File: config.mk
export PLATFORM = sky130hd
export DESIGN_NAME = jtag_host_drv
export DESIGN_NICKNAME = d
export VERILOG_FILES = /design/src/rtl/jtag_host_drv.sv
export SDC_FILE = /design/constraint.sdc
export NUM_CORES = 1
export LEC_CHECK = 0
export CAP_MARGIN = 5
export CORE_MARGIN = 2
export CORE_UTILIZATION = 58
export DETAILED_ROUTE_END_ITERATION = 10
export PLACE_DENSITY = 0.86
export SYNTH_ARGS = -nofsm -noshare
export SYNTH_HDL_FRONTEND = slang
export SYNTH_SLANG_ARGS = --single-unit
export TNS_END_PERCENT = 100
File: constraint.sdc
create_clock -name clk -period 8.48 [get_ports clk]
set_clock_uncertainty 0.1 [all_clocks]
set_input_delay 1.696 -clock clk [delete_from_list [all_inputs] [get_ports clk]]
set_output_delay 1.696 -clock clk [all_outputs]
set_load 0.005 [all_outputs]
File: src/rtl/jtag_host_drv.sv
`default_nettype none
// ============================================================================
// Module   : jtag_host_drv
// Purpose  : Synthesizable JTAG host. Turns local commands (TAP reset, IR
//            scan, DR scan, Run-Test/Idle padding) into TCK/TMS/TDI
//            sequences and returns the TDO bits captured during the shift.
// Ports    : clk, rst_n          - clock, synchronous active-low reset
//            cmd_valid/ready     - command handshake
//            cmd_op/len/data     - opcode, shift/idle length, TDI bits (LSB first)
//            rsp_valid/ready     - response handshake
//            rsp_data            - captured TDO, bit i = TDO of shift i
//            busy                - command in flight or response pending
//            jtag_tck/tms/tdi    - TAP drive, jtag_tdo - TAP return
// Revision : 1.0 - initial release
// ============================================================================
module jtag_host_drv #(
  parameter int CLK_DIV = 2
) (
  input  logic        clk,
  input  logic        rst_n,
  input  logic        cmd_valid,
  output logic        cmd_ready,
  input  logic [1:0]  cmd_op,
  input  logic [6:0]  cmd_len,
  input  logic [63:0] cmd_data,
  output logic        rsp_valid,
  input  logic        rsp_ready,
  output logic [63:0] rsp_data,
  output logic        busy,
  output logic        jtag_tck,
  output logic        jtag_tms,
  output logic        jtag_tdi,
  input  logic        jtag_tdo
);

  typedef enum logic [2:0] {
    ST_IDLE  = 3'd0,
    ST_HDR   = 3'd1,
    ST_SHIFT = 3'd2,
    ST_POST  = 3'd3,
    ST_RSP   = 3'd4
  } state_t;

  localparam logic [1:0] OP_TLR = 2'b00;
  localparam logic [1:0] OP_IR  = 2'b01;
  localparam logic [1:0] OP_DR  = 2'b10;
  localparam logic [1:0] OP_RTI = 2'b11;

  localparam logic [7:0] DIV_RELOAD = 8'(CLK_DIV - 1);

  state_t      state_q, state_d;
  logic [1:0]  op_q, op_d;
  logic [6:0]  len_q, len_d;
  logic [63:0] data_q, data_d;
  logic [6:0]  cnt_q, cnt_d;
  logic [7:0]  div_q, div_d;
  logic        tck_q, tck_d;
  logic        tms_q, tms_d;
  logic        tdi_q, tdi_d;
  logic        rsp_valid_q, rsp_valid_d;
  logic [63:0] rsp_data_q, rsp_data_d;

  logic [6:0]  cmd_len_eff;
  state_t      nxt_state;
  logic [6:0]  nxt_cnt;

  // Number of TCKs spent in the header phase. For the idle op the whole
  // command is "header" and its length is the requested TCK count.
  function automatic logic [6:0] hdr_tcks(input logic [1:0] op, input logic [6:0] len);
    logic [6:0] n;
    case (op)
      OP_TLR:  n = 7'd6;
      OP_IR:   n = 7'd4;
      OP_DR:   n = 7'd3;
      default: n = len;
    endcase
    return n;
  endfunction

  // TMS value for a given TCK position (phase + index within the phase).
  function automatic logic tms_for(input state_t st, input logic [6:0] cnt,
                                   input logic [1:0] op, input logic [6:0] len);
    logic tms;
    tms = 1'b0;
    case (st)
      ST_HDR: begin
        case (op)
          OP_TLR:  tms = (cnt < 7'd5);   // 1,1,1,1,1,0
          OP_IR:   tms = (cnt < 7'd2);   // 1,1,0,0
          OP_DR:   tms = (cnt == 7'd0);  // 1,0,0
          default: tms = 1'b0;           // Run-Test/Idle padding
        endcase
      end
      ST_SHIFT: tms = (cnt == len - 7'd1);  // leave Shift on the last bit
      ST_POST:  tms = (cnt == 7'd0);        // Exit1 -> Update -> Run-Test/Idle
      default:  tms = 1'b0;
    endcase
    return tms;
  endfunction

  // Length 0 behaves as 1, anything past 64 saturates at 64.
  always_comb begin
    cmd_len_eff = cmd_len;
    if (cmd_len == 7'd0) begin
      cmd_len_eff = 7'd1;
    end else if (cmd_len > 7'd64) begin
      cmd_len_eff = 7'd64;
    end
  end

  always_comb begin
    state_d     = state_q;
    op_d        = op_q;
    len_d       = len_q;
    data_d      = data_q;
    cnt_d       = cnt_q;
    div_d       = div_q;
    tck_d       = tck_q;
    tms_d       = tms_q;
    tdi_d       = tdi_q;
    rsp_valid_d = rsp_valid_q;
    rsp_data_d  = rsp_data_q;
    nxt_state   = state_q;
    nxt_cnt     = cnt_q + 7'd1;

    case (state_q)
      ST_IDLE: begin
        if (cmd_valid) begin
          // The accept edge also presents TMS for TCK 0 with TCK low.
          state_d    = ST_HDR;
          op_d       = cmd_op;
          len_d      = cmd_len_eff;
          data_d     = cmd_data;
          cnt_d      = 7'd0;
          div_d      = DIV_RELOAD;
          tck_d      = 1'b0;
          tms_d      = tms_for(ST_HDR, 7'd0, cmd_op, cmd_len_eff);
          tdi_d      = 1'b0;
          rsp_data_d = '0;
        end
      end

      ST_HDR, ST_SHIFT, ST_POST: begin
        if (div_q == 8'd0) begin
          div_d = DIV_RELOAD;
          if (!tck_q) begin
            // Rising TCK: the target launched TDO on the previous fall.
            tck_d = 1'b1;
            if (state_q == ST_SHIFT) begin
              rsp_data_d[cnt_q[5:0]] = jtag_tdo;
            end
          end else begin
            // Falling TCK ends the current bit; work out the next position.
            tck_d = 1'b0;
            case (state_q)
              ST_HDR: begin
                if (cnt_q == hdr_tcks(op_q, len_q) - 7'd1) begin
                  nxt_cnt = 7'd0;
                  if (op_q == OP_IR || op_q == OP_DR) begin
                    nxt_state = ST_SHIFT;
                  end else begin
                    nxt_state = ST_RSP;
                  end
                end
              end
              ST_SHIFT: begin
                if (cnt_q == len_q - 7'd1) begin
                  nxt_state = ST_POST;
                  nxt_cnt   = 7'd0;
                end
              end
              default: begin
                if (cnt_q == 7'd1) begin
                  nxt_state = ST_RSP;
                end
              end
            endcase

            state_d = nxt_state;
            cnt_d   = nxt_cnt;
            if (nxt_state == ST_RSP) begin
              // TMS is already 0 here, so the TAP parks in Run-Test/Idle.
              rsp_valid_d = 1'b1;
              tdi_d       = 1'b0;
            end else begin
              tms_d = tms_for(nxt_state, nxt_cnt, op_q, len_q);
              tdi_d = (nxt_state == ST_SHIFT) ? data_q[nxt_cnt[5:0]] : 1'b0;
            end
          end
        end else begin
          div_d = div_q - 8'd1;
        end
      end

      ST_RSP: begin
        if (rsp_ready) begin
          state_d     = ST_IDLE;
          rsp_valid_d = 1'b0;
        end
      end

      default: begin
        state_d = ST_IDLE;
      end
    endcase
  end

  always_ff @(posedge clk) begin
    if (!rst_n) begin
      state_q     <= ST_IDLE;
      op_q        <= OP_TLR;
      len_q       <= 7'd0;
      data_q      <= '0;
      cnt_q       <= 7'd0;
      div_q       <= 8'd0;
      tck_q       <= 1'b0;
      tms_q       <= 1'b1;
      tdi_q       <= 1'b0;
      rsp_valid_q <= 1'b0;
      rsp_data_q  <= '0;
    end else begin
      state_q     <= state_d;
      op_q        <= op_d;
      len_q       <= len_d;
      data_q      <= data_d;
      cnt_q       <= cnt_d;
      div_q       <= div_d;
      tck_q       <= tck_d;
      tms_q       <= tms_d;
      tdi_q       <= tdi_d;
      rsp_valid_q <= rsp_valid_d;
      rsp_data_q  <= rsp_data_d;
    end
  end

  assign cmd_ready = (state_q == ST_IDLE);
  assign busy      = (state_q != ST_IDLE);
  assign rsp_valid = rsp_valid_q;
  assign rsp_data  = rsp_data_q;
  assign jtag_tck  = tck_q;
  assign jtag_tms  = tms_q;
  assign jtag_tdi  = tdi_q;

endmodule
`default_nettype wire
# --- Yosys cells after proc, flatten, opt, wreduce, memory -nomap -nowiden ---
# Cells that the tools add are included.
classes:
  addsub: 4
  magnitude_cmp: 6
  n_eq_ne: 24
  n_mux: 65
  reduce_logical: 21
op_table:
  columns: ["cell", "count"]
  rows:
  - ["2-to-1 mux 64 bit", 4]
  - ["one-hot mux 64 bit (2 select lines)", 1]
  - ["2-to-1 mux 7 bit", 14]
  - ["bitwise mux 64 bit", 1]
  - ["2-to-1 mux 3 bit", 11]
  - ["one-hot mux 7 bit (2 select lines)", 2]
  - ["== test 7 bit", 3]
  - ["one-hot mux 7 bit (3 select lines)", 1]
  - ["2-to-1 mux 1 bit", 18]
  - ["2-to-1 mux 8 bit", 2]
  - ["inequality test 2 bit (second input constant)", 8]
  - ["one-hot mux 8 bit (2 select lines)", 1]
  - ["AND reduction 5 bit", 3]
  - ["logical NOT 7 bit", 2]
  - ["< comparator 6 x 7 -> 1 bit (second input constant)", 2]
  - ["subtractor 7 x 1 -> 7 bit (second input constant)", 2]
  - ["== test 3 x 2 -> 1 bit (second input constant)", 4]
  - ["one-hot mux 3 bit (3 select lines)", 1]
  - ["logical NOT 8 bit", 1]
  - ["one-hot mux 1 bit (2 select lines)", 4]
  - ["AND reduction 4 bit", 2]
  - ["subtractor 8 x 1 -> 8 bit (second input constant)", 1]
  - ["adder 7 x 1 -> 7 bit (second input constant)", 1]
  - ["== test 7 x 1 -> 1 bit (second input constant)", 1]
  - ["other kinds (21)", 30]
word_totals:
  reg_bits: 159
  in_bits: 78
  out_inout_bits: 70
  wordCells: 131

# --- Longest topological paths before layout ---
# Gate-level depths: netlist of the first run.
logic_depth:
  word_depth: 20
  depth_mapped: 15
  depth_no_buf: 14

# --- Least setup slack after synthesis of the first run ---
# Ideal clock, no wire load.
synth_timing:
  path_type: "reg2reg"
  start: "register op_q[0]"
  end: "register tms_q (netlist: jtag_tms)"
  setup_time_ns: 0.059
  arrival_time_ns: 3.443
  t_required_ns: 8.321
  slack_ns: 4.878
  path_stages_with_launch: 15
  n_path_buf: 0
  path_cell_list: "dfxtp_1 inv_1 ha_1 nor3_1 a21o_1 ha_1 or3_1 a211oi_2 a311oi_1 or3_4 or3_4 or4b_4 a22oi_2 o211a_1 a41o_1"
synth_via:
  elab_chain_cells: 20
synth_rtl:
  columns: ["item", "line", "rtl"]
  rows:
  - ["from (decl)", "52", "logic [1:0] op_q, op_d;"]
  - ["from (signal assigned)", "223", "op_q <= op_d;"]
  - ["== test 2 bit, or another cell as far along", "71, 87, 159", null]
  - ["one-hot mux 7 bit (3 select lines)", "71", "case (op)"]
  - ["2-to-1 mux 7 bit", "155", "case (state_q)"]
  - ["2-to-1 mux 7 bit", "146", "if (!tck_q) begin"]
  - ["2-to-1 mux 7 bit", "144", "if (div_q == 8'd0) begin"]
  - ["2-to-1 mux 7 bit", "126", "case (state_q)"]
  - ["subtractor 7 x 1 -> 7 bit", "157", "if (cnt_q == hdr_tcks(op_q, len_q) - 7'd1) begin"]
  - ["== test 7 bit", "157", null]
  - ["[... 4 more ...]", null, null]
  - ["2-to-1 mux 7 bit", "126", null]
  - ["< comparator 7 x 2 -> 1 bit, or another cell as far along", "89", "OP_IR: tms = (cnt < 7'd2);"]
  - ["one-hot mux 1 bit (3 select lines)", "87", "case (op)"]
  - ["one-hot mux 1 bit (3 select lines)", "85", "case (st)"]
  - ["2-to-1 mux 1 bit", "181", "if (nxt_state == ST_RSP) begin"]
  - ["2-to-1 mux 1 bit", "146", null]
  - ["2-to-1 mux 1 bit", "144", null]
  - ["one-hot mux 1 bit (2 select lines)", "126", null]
  - ["to (signal assigned)", "229", "tms_q <= tms_d;"]
  - ["to (decl)", "58", "logic tms_q, tms_d;"]
# Parallel ways exist; a longest one is shown, timed or not. The select of a mux whose other input is x is not followed.
# A chain may end at the register's enable or synchronous reset.

# --- Worst setup path after layout of the first run ---
layout_timing:
  start: "register op_q[0]"
  end: "register tdi_q (netlist: jtag_tdi)"
layout_via:
  elab_chain_cells: 20
layout_rtl:
  columns: ["item", "line", "rtl"]
  rows:
  - ["== test 2 bit, or another cell as far along", "71, 159", null]
  - ["one-hot mux 7 bit (3 select lines)", "71", null]
  - ["2-to-1 mux 7 bit", "155", null]
  - ["2-to-1 mux 7 bit", "146", null]
  - ["2-to-1 mux 7 bit", "144", null]
  - ["2-to-1 mux 7 bit", "126", null]
  - ["subtractor 7 x 1 -> 7 bit", "157", null]
  - ["== test 7 bit", "157", null]
  - ["[... 4 more ...]", null, null]
  - ["2-to-1 mux 7 bit", "126", null]
  - ["binary-select mux 1 bit (select 6 bit)", "187", "tdi_d = (nxt_state == ST_SHIFT) ? data_q[nxt_cnt[5:0]] : 1'b0;"]
  - ["2-to-1 mux 1 bit (implied by the code)", "187", null]
  - ["2-to-1 mux 1 bit", "187", null]
  - ["2-to-1 mux 1 bit (*)", "181", null]
  - ["2-to-1 mux 1 bit (*)", "146", null]
  - ["2-to-1 mux 1 bit (*)", "144", null]
  - ["one-hot mux 1 bit (2 select lines) (*)", "126", null]
  - ["to (signal assigned)", "230", "tdi_q <= tdi_d;"]
  - ["to (decl)", "59", "logic tdi_q, tdi_d;"]
# Every way passes the cells marked *; elsewhere a longest branch is shown, timed or not. The select of a mux whose other input is x is not followed.

==> summary.txt, run 1 <==
Floorplan
  • Die extent in x: 127 um
  • IO Pins: 148
  • Num rows: 44
  • Starting Density: 59.6%
  • Die height: 127 um
  • Die area: 16000 um^2
  • Core area: 14600 um^2

Yosys
  • Top post-synthesis cells by area: dfxtp_1 36%, a21boi_0 12%, nand2_1 9.9%
  • Top cell type's share of synthesized area: 36.5%
  • Top post-synthesis cells by count: 231 x nand2_1, 159 x dfxtp_1, 140 x a21boi_0
  • Seq cells post-synth: 159
  • Synth Flop Type: dfxtp_1
  • Avg Cell Area, Syn: 7.86 um^2
  • FFs w/ async S/R, synth: 0%
  • Post-Synthesis Cell Area: 8730 um^2
  • Synthesized Nets: 1199
  • Synth unique cells: 79
  • Seq/Total Area, Yosys: 36.5%
  • Post-synth EDFFs: 0
  • Yosys top cell by area: dfxtp_1
  • Yosys warnings: 0
  • Top-count cell post-synth: nand2_1
  • Mapped Cells: 1110

Clock tree
  • Post-CTS Setup Repair Bufs: 0
  • CTS clock-pin slew for the worst setup and hold paths: 60 ps
  • CTS Buf Count: 17
  • CTS HTree Levels: 4
  • Skew-Pair Late Insertion Delay: 430 ps
  • # resized after CTS: 0
  • Clk sinks: 159
  • Hold buffers post-CTS: 0
  • CTS tree: built
  • Max clock buf depth: 2
  • Clock Tree Root: clkbuf_16

Detailed routing
  • Via/cell ratio: 6.08
  • DR iter-0 viols: 864
  • DR DRC count: 0
  • Final wirelength: 24100 um
  • Pre-Repair DR Iteration Count: 5
  • DR vias: 8415
  • Final ANT Viol Nets: 0
  • Drt wl/cell: 17.4 um

Pwr
  • Worst vdd ir: 0.000137 V
  • LEAKAGE: 0.00378 uW
  • PwrDens: 220 nW/um^2

Worst setup path
  • RR Startpoint: op_q[0]$_SDFFE_PN0P_
  • Crit-path slowest cell: o31ai_4
  • Cell mode on critical path: ha_1
  • CP arrival: 4390 ps
  • Setup crit start: op_q[0]$_SDFFE_PN0P_
  • Worst setup EP type: register
  • Worst setup SP type: register
  • CP Buf/Inv Count: 0
  • Top delay family on crit path: compound AO/OA/AOI/OAI gates
  • Critical path class: reg2reg
  • Crit Reg-Reg Endpoint: jtag_tdi$_SDFFE_PN0P_
  • Slowest stage delay, CP: 730 ps
  • Worst EP required: 8640 ps
  • Crit-path cells: ha_1, nor3_1, a21o_1, ha_1, or3_1, a211oi_2, a311oi_1, or3_4, o31ai_4, mux2_1, nand4_1, a22o_1, a41oi_1
  • Worst-path maximum fanout: 18
  • R2R cell count: 13
  • Worst reg-to-reg setup slack: 4250 ps

STA
  • Final min period: 4230 ps
  • RSZ-0062 raised after global routing: no
  • Final hold viol count: 0
  • Pins Over Slew Limit: 0
  • Final Cycle Share: 49.9%
  • Maximum clock rate: 236 MHz
  • Fin Setup TNS: 0 ps
  • # setup viols final: 0
  • Slew @ Worst Pin: 1350 ps
  • Slew headroom: 9.16%

Worst hold path
  • Hold Path Depth: 2
  • Hold-critical path endpoint: data_q[11]$_SDFFE_PN0P_
  • Class of the most critical hold timing path: reg2reg
  • Min-delay src: data_q[11]$_SDFFE_PN0P_

Layout
  • Fin area: 10700 um^2
  • Layout cell share with drive strength beyond 1: 6.25%
  • P&R area growth vs syn: 22.8%
  • Nets@finish: 1277
  • ANT cells: 0

Placement
  • Cell Area, Placed: 10100 um^2
  • Buffers on Ports: 147
  • GP Congestion: 0.911
  • Placed wire-length estimate: 15700 um

Global route
  • First-pass GRT wire length: 38200 um
  • Initial antenna violation count: 0
  • Largest net degree at the start of global routing: 117
  • Number of global-route vias before repair: 7646
  • Total gr overflow: 0
  • Tot GR Track Use: 29.4%

Run
  • Max-cap viol count: 0

Run status
  • Status: complete, no violations
==> power breakdown <==
part           total, uW  switching (uW)  internal (uW)
Sequential           858            48.3            810
Clock                773             321            452
Combinational        730             453            277
==> layer usage <==
layer	wire length, um	up-vias	track usage, %
met5	0	-	0
met3	1790	40	6.37
met1	10400	3972	39.2
met2	11500	383	48.3
li1	-	4020	-
met4	451	0	8.66
==> sequential cells by signal, summed over array words and instances, names as in the netlist <==
signal     cells
cnt_q          7
div_q          8
len_q          7
jtag_tdi       1
rsp_valid      1
rsp_data      64
jtag_tck       1
data_q        64
state_q        3
jtag_tms       1
op_q           2
==> cells in the final DEF (no fill, tap or decap), types with 8 or more instances in the layout <==
cell and n:
dfxtp_1 159, mux4_2 9, nand3b_1 8, clkdlybuf4s50_1 146, nor3_1 25, or3_1 8
xor2_1 9, a21oi_1 79, inv_1 17, nor2_1 41, nor2b_1 21, a21boi_0 140
o21ai_0 81, xnor2_1 25, ha_1 11, clkbuf_16 17, mux2i_1 10, nand2_1 230
buf_4 11, nand3_1 16
==> worst max path at each step <==
stage                                 to  slack [ps]  depth (start not counted)
2_1_floorplan      jtag_tms$_SDFFE_PN1P_        4880                         14
3_3_place_gp   rsp_data[36]$_SDFFE_PN0P_        4110                          9
3_5_place_dp    rsp_data[4]$_SDFFE_PN0P_        4000                          9
4_1_cts            jtag_tdi$_SDFFE_PN0P_        4280                         13
5_1_grt            jtag_tdi$_SDFFE_PN0P_        4020                         14
6_report           jtag_tdi$_SDFFE_PN0P_        4250                         13
==> area by class of cell <==
class / count / area [um^2]
inverter: 18 / 67.6
clock buffer: 21 / 460
multi-input combinational: 835 / 5110
tap: 184 / 230
fill: 1124 / 3920
sequential: 159 / 3180
timing repair buffer: 157 / 1540
clock inverter: 10 / 129
==> cells by family (layout without fill, tap and decap cells) <==
kind of cell	after synthesis	in the layout	share of synthesized area, %
and+or+nand+nor	408	408	22.1
DFF	159	159	36.5
muxes	23	23	3.98
buffers and inverters	116	206	5.19
xor gates and xnor gates	36	36	3.77
AOI/OAI and AO/OA	357	357	27.0
adders and majority gates	11	11	1.58
==> stage by stage <==
step	hold slack (ps)	worst slack [ps]	util, %	total power [uW]	std cells
6_report	362	4250	73.2	2360	1384
5_1_grt	384	4020	73.2	2480	1384
4_1_cts	363	4280	73.2	2350	1384
3_5_place_dp	353	4000	69.2	1590	1353
3_3_place_gp	348	4110	69.2	1570	1353
2_1_floorplan	339	4880	-	1400	1110
==> worst reg2reg max path, cell delays in order (launching register included) <==
cell and delay (ps):
dfxtp_1 410, ha_1 410, nor3_1 170, a21o_1 180
ha_1 260, or3_1 400, a211oi_2 210, a311oi_1 70
or3_4 430, o31ai_4 730, mux2_1 390, nand4_1 100
a22o_1 150, a41oi_1 40
Power figures use the tool's default switching activity.
==> inputs of run 2 (changes only) <==
- CORE_UTILIZATION: 58 -> 54
- PLACE_DENSITY: 0.86 -> 0.81
- clock period: 8.48 -> 4.4 ns (I/O delays scaled with it)
==> run 2 against run 1 <==
Wire length grew 0.89%. Register-to-register slack lost 3900 ps. Non-clock buffer count increased by 11. Critical endpoint is now jtag_tms$_SDFFE_PN1P_. Utilization is 4.5 points lower. First-iteration DRC count rose by 2.1%. Critical path type unchanged. Sequential share of layout area shrank 0.40 points.
==> summary.txt, run 2 (same netlist as run 1, synthesis figures left out) <==
STA
  • Final Cycle Share: 91.3%
  • Slew headroom: 30.2%
  • Final worst slack: 382 ps
  • Final min period: 4020 ps
  • Min Hold Slack: 361 ps
  • Final hold viol count: 0
  • # setup viols final: 0
  • Fin Setup TNS: 0 ps
  • RSZ-0062 raised after global routing: no
  • Pins Over Slew Limit: 0
  • Slew @ Worst Pin: 1040 ps
  • Maximum clock rate: 249 MHz

Pwr
  • Total power: 4620 uW
  • Sequential power share: 36.0%
  • LEAKAGE: 0.00386 uW
  • Logic pwr share: 30.7%
  • Worst vdd ir: 0.000331 V
  • PwrDens: 425 nW/um^2
  • Sw Ratio: 35.1%
  • Sw power: 1620 uW
  • Clk pwr share: 33.4%
  • Int Power: 3000 uW

Placement
  • GP Congestion: 0.932
  • Placed wire-length estimate: 16400 um
  • Buffers on Ports: 147
  • Dpl ws: 443 ps

Layout
  • Fin util: 68.7%
  • Commonest non-fill, non-tap cells in the layout: 230 x nand2_1, 159 x dfxtp_1, 146 x clkdlybuf4s50_1
  • Nets@finish: 1288
  • Layout cell share with drive strength beyond 1: 7.34%
  • P&R area growth vs syn: 24.5%
  • ANT cells: 0
  • Commonest non-fill, non-tap cell in the layout: nand2_1

Clock tree
  • Skew-Pair Late Insertion Delay: 430 ps
  • Max clock buf depth: 2
  • CTS clock-pin slew for the worst setup and hold paths: 70 ps
  • Clk sinks: 159
  • # resized after CTS: 0
  • CTS tree: built
  • Clock Tree Root: clkbuf_16
  • Hold buffers post-CTS: 0
  • CTS HTree Levels: 4
  • CTS Buf Count: 17
  • Post-CTS Setup Repair Bufs: 0

Detailed routing
  • Via/cell ratio: 5.82
  • DR iter-0 viols: 882
  • Drt wl/cell: 17.0 um
  • DR DRC count: 0
  • Final wirelength: 24300 um
  • DR vias: 8314
  • Pre-Repair DR Iteration Count: 5
  • Final ANT Viol Nets: 0

Floorplan
  • IO Pins: 148
  • Core area: 15800 um^2
  • Die height: 131 um
  • Die area: 17200 um^2
  • Starting Density: 55.2%
  • Num rows: 46
  • Die extent in x: 131 um

Worst setup path
  • Critical path class: reg2reg
  • Worst reg-to-reg setup slack: 380 ps
  • CP arrival: 4290 ps
  • Worst EP required: 4670 ps
  • RR Startpoint: op_q[1]$_SDFFE_PN0P_
  • Worst-path maximum fanout: 8
  • Worst setup EP type: register
  • Crit Reg-Reg Endpoint: jtag_tms$_SDFFE_PN1P_
  • R2R cell count: 13
  • Worst setup SP type: register

Global route
  • Number of global-route vias before repair: 7844
  • Total gr overflow: 0
  • Initial antenna violation count: 0
  • Tot GR Track Use: 28.3%
  • First-pass GRT wire length: 40000 um
  • Largest net degree at the start of global routing: 89

Run status
  • Status: complete, no violations

Worst hold path
  • Min-delay src: data_q[41]$_SDFFE_PN0P_
  • Hold-critical path endpoint: data_q[41]$_SDFFE_PN0P_
  • Class of the most critical hold timing path: reg2reg
  • Hold Path Depth: 2

Run
  • Max-cap viol count: 0
[run 2: worst max-delay path: stages (launching register included)]
cell,delay (ps)
dfxtp_1,400
ha_1,390
nor3_1,150
a21o_1,180
ha_1,260
or3_1,420
a211oi_2,220
a311oi_1,70
or3_4,440
or3_4,440
or4b_4,500
a22oi_2,140
o211a_1,170
a41o_1,90
[run 2: per-layer routing]
metal | routed length [um] | global-route usage, % | vias to the layer above
met5 | 0 | 0 | -
met4 | 465 | 9.84 | 0
met3 | 1600 | 5.17 | 41
met2 | 11600 | 46.1 | 331
met1 | 10600 | 37.7 | 3889
li1 | - | - | 4053
[run 2: how the worst max path moves through the flow]
stage	start	endpoint
floorplan	op_q[0]$_SDFFE_PN0P_	jtag_tms$_SDFFE_PN1P_
global placement	op_q[0]$_SDFFE_PN0P_	jtag_tms$_SDFFE_PN1P_
detailed placement	op_q[1]$_SDFFE_PN0P_	jtag_tms$_SDFFE_PN1P_
CTS	op_q[1]$_SDFFE_PN0P_	jtag_tms$_SDFFE_PN1P_
global route	op_q[1]$_SDFFE_PN0P_	jtag_tdi$_SDFFE_PN0P_
finish	op_q[1]$_SDFFE_PN0P_	jtag_tms$_SDFFE_PN1P_
[run 2: cell type report]
class | instances | area, um^2
inverters | 18 | 67.6
well taps | 216 | 270
repair buffers | 168 | 1630
multi-input cells | 835 | 5110
fillers | 1305 | 4960
clock buffers | 20 | 467
clock inverters | 12 | 148
flip-flops and latches | 159 | 3180
[run 2: power groups by stage]
| stage | registers [uW] | clock network [uW] | logic (uW) |
|---|---|---|---|
| final | 1660 | 1540 | 1420 |
| after global placement | 1690 | 0 | 1370 |
| after floorplan | 1650 | 0 | 1050 |
| after detailed placement | 1690 | 0 | 1400 |
| after global routing | 1680 | 1610 | 1580 |
| after CTS | 1660 | 1550 | 1410 |
[run 2: stage by stage]
| step | std cells | area [um^2] |
|---|---|---|
| after floorplan | 1110 | 8730 |
| after detailed placement | 1396 | 10300 |
| after CTS | 1428 | 10900 |
| final | 1428 | 10900 |
| after global placement | 1396 | 10300 |
| after global routing | 1428 | 10900 |
==> inputs of run 3 (changes only) <==
==> constraint.sdc (replaced) <==
create_clock -name clk -period 4.4 [get_ports clk]
set_clock_uncertainty 0.1 [all_clocks]
set_input_delay 0.44 -clock clk [delete_from_list [all_inputs] [get_ports clk]]
set_output_delay 0.44 -clock clk [all_outputs]
set_load 0.005 [all_outputs]
==> run 3 against run 2 <==
Largest power group unchanged. Critical endpoint unchanged. Cell count unchanged. Count of clock-buffer cells in the layout down 2. Non-clock buffer count unchanged. Highest routed layer unchanged. Critical path type unchanged. Power down 0.66%.
==> summary.txt, run 3 (same netlist as run 1, synthesis figures left out) <==
Worst setup path
  • Cell mode on critical path: ha_1
  • Critical path class: reg2reg
  • Worst-path maximum fanout: 10
  • Worst setup EP type: register
  • CP Buf/Inv Count: 1
  • Slowest stage delay, CP: 530 ps
  • Crit Reg-Reg Endpoint: jtag_tms$_SDFFE_PN1P_
  • R2R cell count: 14
  • Worst EP required: 4670 ps
  • RR Startpoint: op_q[1]$_SDFFE_PN0P_
  • CP arrival: 4320 ps
  • Crit-path slowest cell: o31ai_4
  • Top delay family on crit path: compound AO/OA/AOI/OAI gates
  • Worst reg-to-reg setup slack: 350 ps
  • Worst setup SP type: register
  • Crit-path cells: ha_1, nor3_1, a21o_1, ha_1, or3_1, a211oi_2, a311oi_1, or3_4, o31ai_4, buf_4, a21oi_1, o221ai_1, o211a_1, a41o_1

Global route
  • First-pass GRT wire length: 39900 um
  • Total gr overflow: 0
  • Tot GR Track Use: 28.1%
  • Largest net degree at the start of global routing: 82
  • Number of global-route vias before repair: 7900
  • Initial antenna violation count: 0

Placement
  • Placed wire-length estimate: 16300 um
  • Cell Area, Placed: 10300 um^2
  • Dpl cells: 1396
  • Buffers on Ports: 147
  • GP Congestion: 0.894

Run
  • Max-cap viol count: 0

Layout
  • Commonest non-fill, non-tap cell in the layout: nand2_1
  • Non-filler cells, final: 1428
  • Layout fillers: 1299
  • Commonest non-fill, non-tap cells in the layout: 230 x nand2_1, 159 x dfxtp_1, 146 x clkdlybuf4s50_1
  • Fin area: 10800 um^2
  • Layout cell share with drive strength beyond 1: 7.34%
  • ANT cells: 0
  • P&R area growth vs syn: 24.3%
  • Nets@finish: 1288

Clock tree
  • Max clock buf depth: 2
  • CTS Buf Count: 17
  • Clock Tree Root: clkbuf_16
  • CTS clock-pin slew for the worst setup and hold paths: 70 ps
  • Clk sinks: 159
  • Post-CTS Setup Repair Bufs: 0
  • Skew-Pair Late Insertion Delay: 430 ps
  • CTS tree: built
  • CTS HTree Levels: 4
  • Hold buffers post-CTS: 0
  • # resized after CTS: 0

Detailed routing
  • DR vias: 8363
  • DR DRC count: 0
  • Pre-Repair DR Iteration Count: 6
  • Top sig layer: met4
  • Drt wl/cell: 17.1 um
  • Final ANT Viol Nets: 0
  • DR iter-0 viols: 800
  • Final wirelength: 24400 um
  • Via/cell ratio: 5.86
  • M1 WL: 10600 um
  • DR WL met2: 11600 um
  • WL met3: 1670 um

STA
  • Min Hold Slack: 363 ps
  • Slew headroom: 32.5%
  • Pins Over Slew Limit: 0
  • # setup viols final: 0
  • RSZ-0062 raised after global routing: no
  • Final Cycle Share: 92.0%
  • Slew @ Worst Pin: 1010 ps
  • Maximum clock rate: 247 MHz
  • Final hold viol count: 0
  • Fin Setup TNS: 0 ps
  • Final min period: 4050 ps

Floorplan
  • Die extent in x: 131 um
  • IO Pins: 148
  • Num rows: 46
  • Die height: 131 um
  • Starting Density: 55.2%
  • Core area: 15800 um^2
  • Die area: 17200 um^2

Pwr
  • Total power: 4590 uW
  • LEAKAGE: 0.00385 uW
  • Worst vdd ir: 0.000346 V
  • PwrDens: 423 nW/um^2

Run status
  • Status: complete, no violations

Worst hold path
  • Hold Path Depth: 2
  • Min-delay src: data_q[11]$_SDFFE_PN0P_
  • Hold-critical path endpoint: data_q[11]$_SDFFE_PN0P_
  • Class of the most critical hold timing path: reg2reg
-- run 3: cell count changes in the layout (fill, tap and decap cells not counted), sizes merged --
cell / change
clkbuf: -2
clkinvlp: +2
inv: +1
clkinv: -1
-- run 3: power by group --
group	internal, uW	switching [uW]	leakage (uW)
clock network	862	646	0.000287
logic	542	881	0.00227
registers	1560	101	0.00129
-- run 3: stage by stage --
stage               util [%]  setup slack (ps)
finish                  68.5               350
detailed placement      64.8               443
floorplan                  -               798
global route            68.5               107
CTS                     68.5               408
global placement        64.8               525
-- run 3: worst max path at each step --
| stage | from | endpoint | depth (start not counted) |
|---|---|---|---|
| 2_1_floorplan | op_q[0]$_SDFFE_PN0P_ | jtag_tms$_SDFFE_PN1P_ | 14 |
| 3_5_place_dp | op_q[1]$_SDFFE_PN0P_ | jtag_tms$_SDFFE_PN1P_ | 14 |
| 5_1_grt | op_q[0]$_SDFFE_PN0P_ | jtag_tms$_SDFFE_PN1P_ | 15 |
| 4_1_cts | op_q[1]$_SDFFE_PN0P_ | jtag_tms$_SDFFE_PN1P_ | 14 |
| 6_report | op_q[1]$_SDFFE_PN0P_ | jtag_tms$_SDFFE_PN1P_ | 14 |
| 3_3_place_gp | op_q[0]$_SDFFE_PN0P_ | jtag_tms$_SDFFE_PN1P_ | 14 |
-- run 3: cell type report --
type                            instances  area (um^2)  share of cell area [%]
Multi-Input combinational cell        835         5110                    47.1
Sequential cell                       159         3180                    29.3
Timing Repair Buffer                  168         1630                    15.0
Clock buffer                           18          439                    4.05
Tap cell                              216          270                    2.49
Clock inverter                         14          155                    1.43
Inverter                               18         67.6                   0.623
-- run 3: per-layer routing --
layer | track usage [%] | vias up
li1 | - | 4039
met3 | 6.25 | 56
met2 | 46.0 | 328
met4 | 9.96 | 0
met5 | 0 | -
met1 | 36.7 | 3940
-- run 3: tightest hold or removal path: stages, from the launching register on --
cell	delay (ps)
dfxtp_1	310
nand2_1	40
a21boi_0	60
